`config.mk`:
```
export PLATFORM = sky130hd
export DESIGN_NAME = eth_frame_log_arbiter
export DESIGN_NICKNAME = d
export VERILOG_FILES = /design/src/rtl/eth_frame_log_arbiter.sv
export SDC_FILE = /design/constraint.sdc
export NUM_CORES = 1
export LEC_CHECK = 0
export CAP_MARGIN = 20
export CELL_PAD_IN_SITES_DETAIL_PLACEMENT = 0
export CELL_PAD_IN_SITES_GLOBAL_PLACEMENT = 1
export CORE_MARGIN = 2
export CORE_UTILIZATION = 38
export CTS_BUF_LIST = sky130_fd_sc_hd__clkbuf_4
export CTS_CLUSTER_SIZE = 16
export DETAILED_ROUTE_END_ITERATION = 7
export GPL_TIMING_DRIVEN = 0
export PLACE_DENSITY_LB_ADDON = 0.08
export SETUP_SLACK_MARGIN = 0.4
export SLEW_MARGIN = 20
export SYNTH_ARGS = -nofsm -noshare
export SYNTH_HDL_FRONTEND = slang
export SYNTH_SLANG_ARGS = --single-unit
```
`constraint.sdc`:
```
create_clock -name clk -period 7.8 [get_ports clk]
set_input_delay 1.56 -clock clk [delete_from_list [all_inputs] [get_ports clk]]
set_output_delay 1.56 -clock clk [all_outputs]
set_load 0.05 [all_outputs]
```
`src/rtl/eth_frame_log_arbiter.sv`:
```
// Round-robin arbiter that merges the A and B frame-match log streams into one
// registered stream for the detection-log FIFO, prefixing each entry with a 64-bit timestamp.
module eth_frame_log_arbiter #(
    parameter int C_DATA_WIDTH = 32
) (
    input  logic                    clk,
    input  logic                    rst,
    input  logic                    enable,
    input  logic [63:0]             current_time,
    input  logic [C_DATA_WIDTH-1:0] s_a_tdata,
    input  logic                    s_a_tlast,
    input  logic                    s_a_tvalid,
    output logic                    s_a_tready,
    input  logic [C_DATA_WIDTH-1:0] s_b_tdata,
    input  logic                    s_b_tlast,
    input  logic                    s_b_tvalid,
    output logic                    s_b_tready,
    output logic [C_DATA_WIDTH-1:0] m_tdata,
    output logic                    m_tlast,
    output logic                    m_tsrc,
    output logic                    m_tvalid,
    input  logic                    m_tready,
    output logic                    busy,
    output logic [31:0]             count_a,
    output logic [31:0]             count_b
);

    typedef enum logic [1:0] {IDLE, HDR_LO, HDR_HI, BODY} state_t;

    state_t                  state;
    logic                    ptr;
    logic                    gnt;
    logic [63:0]             ts;
    logic                    adv;
    logic                    g_tvalid;
    logic                    g_tlast;
    logic [C_DATA_WIDTH-1:0] g_tdata;
    logic                    body_rdy;

    assign adv      = !m_tvalid || m_tready;
    assign g_tvalid = gnt ? s_b_tvalid : s_a_tvalid;
    assign g_tlast  = gnt ? s_b_tlast  : s_a_tlast;
    assign g_tdata  = gnt ? s_b_tdata  : s_a_tdata;
    assign body_rdy = (state == BODY) && adv;

    assign s_a_tready = body_rdy && !gnt;
    assign s_b_tready = body_rdy && gnt;
    assign busy       = (state != IDLE);

    // The grant is held separately from m_tsrc so that the previous entry's last
    // beat, possibly still stalled in the output register, keeps its own source tag.
    always_ff @(posedge clk or posedge rst) begin
        if (rst) begin
            state    <= IDLE;
            ptr      <= 1'b0;
            gnt      <= 1'b0;
            ts       <= '0;
            m_tdata  <= '0;
            m_tlast  <= 1'b0;
            m_tsrc   <= 1'b0;
            m_tvalid <= 1'b0;
            count_a  <= '0;
            count_b  <= '0;
        end else begin
            if (adv) begin
                m_tvalid <= 1'b0;
            end
            case (state)
                IDLE: begin
                    if (enable && (s_a_tvalid || s_b_tvalid)) begin
                        gnt   <= (s_a_tvalid && s_b_tvalid) ? ptr : s_b_tvalid;
                        ts    <= current_time;
                        state <= HDR_LO;
                    end
                end
                HDR_LO: begin
                    if (adv) begin
                        m_tdata  <= ts[31:0];
                        m_tlast  <= 1'b0;
                        m_tsrc   <= gnt;
                        m_tvalid <= 1'b1;
                        state    <= HDR_HI;
                    end
                end
                HDR_HI: begin
                    if (adv) begin
                        m_tdata  <= ts[63:32];
                        m_tlast  <= 1'b0;
                        m_tsrc   <= gnt;
                        m_tvalid <= 1'b1;
                        state    <= BODY;
                    end
                end
                BODY: begin
                    if (adv && g_tvalid) begin
                        m_tdata  <= g_tdata;
                        m_tlast  <= g_tlast;
                        m_tsrc   <= gnt;
                        m_tvalid <= 1'b1;
                        if (g_tlast) begin
                            if (gnt) count_b <= count_b + 32'd1;
                            else     count_a <= count_a + 32'd1;
                            ptr   <= !gnt;
                            state <= IDLE;
                        end
                    end
                end
                default: state <= IDLE;
            endcase
        end
    end

endmodule
```
==> run_results.csv <==
group,metric,value,unit
drt,vias,5975,
floorplan,die_w,147,µm
floorplan,coreArea,20100,µm²
worst_setup_path,crit_arrival,3.33,ns
worst_setup_path,worstSetupStartpoint,"m_tready",
clocking,clockBufferDepth,2,
synth,ys_seq_elements,167,
synth,netlist_area,7740,µm²
worst_setup_path,crit_chain,"clkdlybuf4s50_1 > nand2b_1 > clkbuf_2 > and3_1 > clkdlybuf4s50_1",
drt,avgRoutedWirePerCell,17.5,µm
sta,finalClockSkew,0.0293,ns
synth,synth_edf_count,0,
synth,synthCells,660,
synth,synth_top_area_cell,"dfrtp_1",
grt,grt_pass1_wl,34200,µm
grt,first_global_vias,6450,
power,switchingPower,1560,µW
power,vdd_drop_max,0.000175,V
drt,vias_per_cell,4.98,
sta,tightest_slew,0.687,ns
sta,setup_tns,0,ns
layout,fin_cells,1200,
power,p_int,2080,µW
floorplan,die_h,147,µm
floorplan,ioPinCount,238,
sta,finalCriticalPeriod,4.89,ns
sta,hold_violations,0,
sta,finalSetupViolCount,0,
synth,avgSynthCellArea,11.7,µm²
worst_setup_path,critPathSlowestCell,"clkdlybuf4s50_1",
sta,maxSlewHeadroom,54.2,%
layout,layout_commonest_cell,"clkdlybuf4s50_1",
synth,synth_area_leaders,"dfrtp_1, mux2_2, xnor2_1",
layout,syn_to_final_growth,39.2,%
floorplan,rows,52,
synth,synth_async_sr_flop_share,100,%
layout,final_area,10800,µm²
worst_setup_path,critical_path_class,"in -> out",
job,drv_cap,0,
drt,drt-initial-drc-count,257,
power,p_clk_share,14.0,%
drt,drc,0,
worst_setup_path,cp_data_required_time,6.24,ns
worst_setup_path,rrSetupSlack,5.37,ns
synth,ys_types,48,
drt,firstDrtPassIters,4,
worst_setup_path,regToRegStartpoint,"state[0]",
clocking,cts_resized,0,
power,p_seq_share,36.6,%
place,io_buffers,237,
clocking,cts_buffers,17,
synth,synth-seq-area-share,54.0,%
synth,yosys_warnings,0,
place,gp_congestion,0.769,
clocking,htree_levels,4,
layout,layout_common_cells,"clkdlybuf4s50_1, dfrtp_1, mux2_2, nand2_1, nor2_1",
worst_setup_path,critPathCapture,"s_b_tready",
grt,antenna_found_initial,1,
worst_setup_path,end_kind,"output pin",
sta,fmax,204,MHz
power,p_sw_share,42.8,%
clocking,post_cts_buffers,0,
place,placed_cells,1168,
clocking,cts.sinks,167,
sta,min_period_over_period,62.8,%
power,p_per_area,339,nW/µm²
worst_setup_path,crit_top_cell,"clkdlybuf4s50_1",
grt,grt_usage,20.2,%
sta,slew_violations,0,
min_path,worstHoldPathType,"reg -> reg",
grt,grt_max_degree,87,
synth,yosysTopAreaCellShare,54.0,%
layout,drive_above_1_share,17.3,%
drt,ant_nets,0,
synth,syn_nets,803,
clocking,postCtsHoldBufs,0,
grt,gr-total-overflow,0,
sta,rsz0062_at_grt,"false",
synth,ys.flop_type,"dfrtp_1",
power,combinationalPowerShare,49.4,%
floorplan,initial_core_util,38.5,%
place,dp_hpwl,15500,µm
worst_setup_path,rr_endpoint,"m_tdata[7]",
worst_setup_path,cp-start-kind,"primary input",
layout,num-nets-final,1060,
worst_setup_path,slowest_delay,0.83,ns
clocking,clk_pin_slew_worst_paths,0.13,ns
clocking,cts_root_buf,"clkbuf_4",
clocking,clock_latency,0.56,ns
power,leakage,0.00449,µW
drt,drt-total-wl,21000,µm
worst_setup_path,reg2reg_depth,6,
clocking,cts_tree,"done",
place,placed_area,10500,µm²
run_status,status,"finished clean",
floorplan,die_area,21500,µm²
worst_setup_path,path_max_fanout,8,
layout,postLayoutCoreUtil,53.5,%
## cell families after synthesis
group | Yosys count | share of synthesized area [%]
xor gates and xnor gates | 62 | 7.12
muxes | 102 | 14.8
DFF | 167 | 54.0
buffers and inverters | 45 | 2.52
and+or+nand+nor | 200 | 13.4
AOI/OAI and AO/OA | 77 | 6.99
adders and majority gates | 7 | 1.13
## metal layers
layer  up-vias  wire (µm)  track usage [%]
met4         0        371             6.07
li1       2859          -                -
met3        23       1250             5.34
met1      2908       8830             25.1
met5         -          0                0
met2       185      10500             34.6
## per-stage QoR
| stage | hold WS (ns) | power (µW) | setup WS (ns) |
|---|---|---|---|
| floorplan | 0.457 | 2550 | 1.72 |
| global placement | 0.461 | 3130 | -0.546 |
| detailed placement | 0.464 | 3180 | 2.91 |
| CTS | 0.486 | 3700 | 2.90 |
| global route | 0.495 | 3900 | 2.80 |
| finish | 0.480 | 3640 | 2.91 |
## how the worst min path moves through the flow
stage	startpoint	to	cells past startpoint
after detailed placement	count_b[31]	count_b[31]	1
after global placement	count_b[31]	count_b[31]	1
after floorplan	ptr	ptr	2
after CTS	count_b[31]	count_b[31]	1
final	count_b[31]	count_b[31]	1
after global routing	count_b[31]	count_b[31]	1
## area by class of cell
cell class,instances,area (µm²)
antenna,1,2.50
clock inverter,13,146
inverter,7,33.8
multi-input combinational,448,3360
sequential,167,4180
clock buffer,18,135
timing repair buffer,238,2400
buffer,38,169
tap,270,338
fill,1803,9340
## critical path: cells and delay by family
kind	cells	cell delay (ns)
AND/OR/NAND/NOR	2	0.28
buffers and inverters	3	1.50
## cells in the mapped netlist, types with 6 or more instances
cell	count
dfrtp_1	167
xnor2_1	43
ha_1	7
a31oi_1	33
mux2_2	99
and2_1	6
buf_2	14
and4_1	7
clkbuf_1	21
nand3_1	17
nand4_1	25
nand2_1	58
nor2_1	44
and3_1	18
inv_1	7
a22oi_1	32
xor2_1	18
## registers in the layout, summed over array words and instances, names as in the netlist
register,flops
ts,64
count_a,32
count_b,32
m_tdata,32
state,2
gnt,1
m_tlast,1
m_tsrc,1
m_tvalid,1
ptr,1
## power groups by stage
stage | Combinational (µW) | Sequential (µW) | Clock [µW]
after floorplan | 867 | 1680 | 0
after global placement | 1790 | 1340 | 0
after detailed placement | 1830 | 1350 | 0
after CTS | 1830 | 1330 | 530
after global routing | 1950 | 1370 | 568
final | 1800 | 1330 | 509
(Power assumes the default switching activity.)
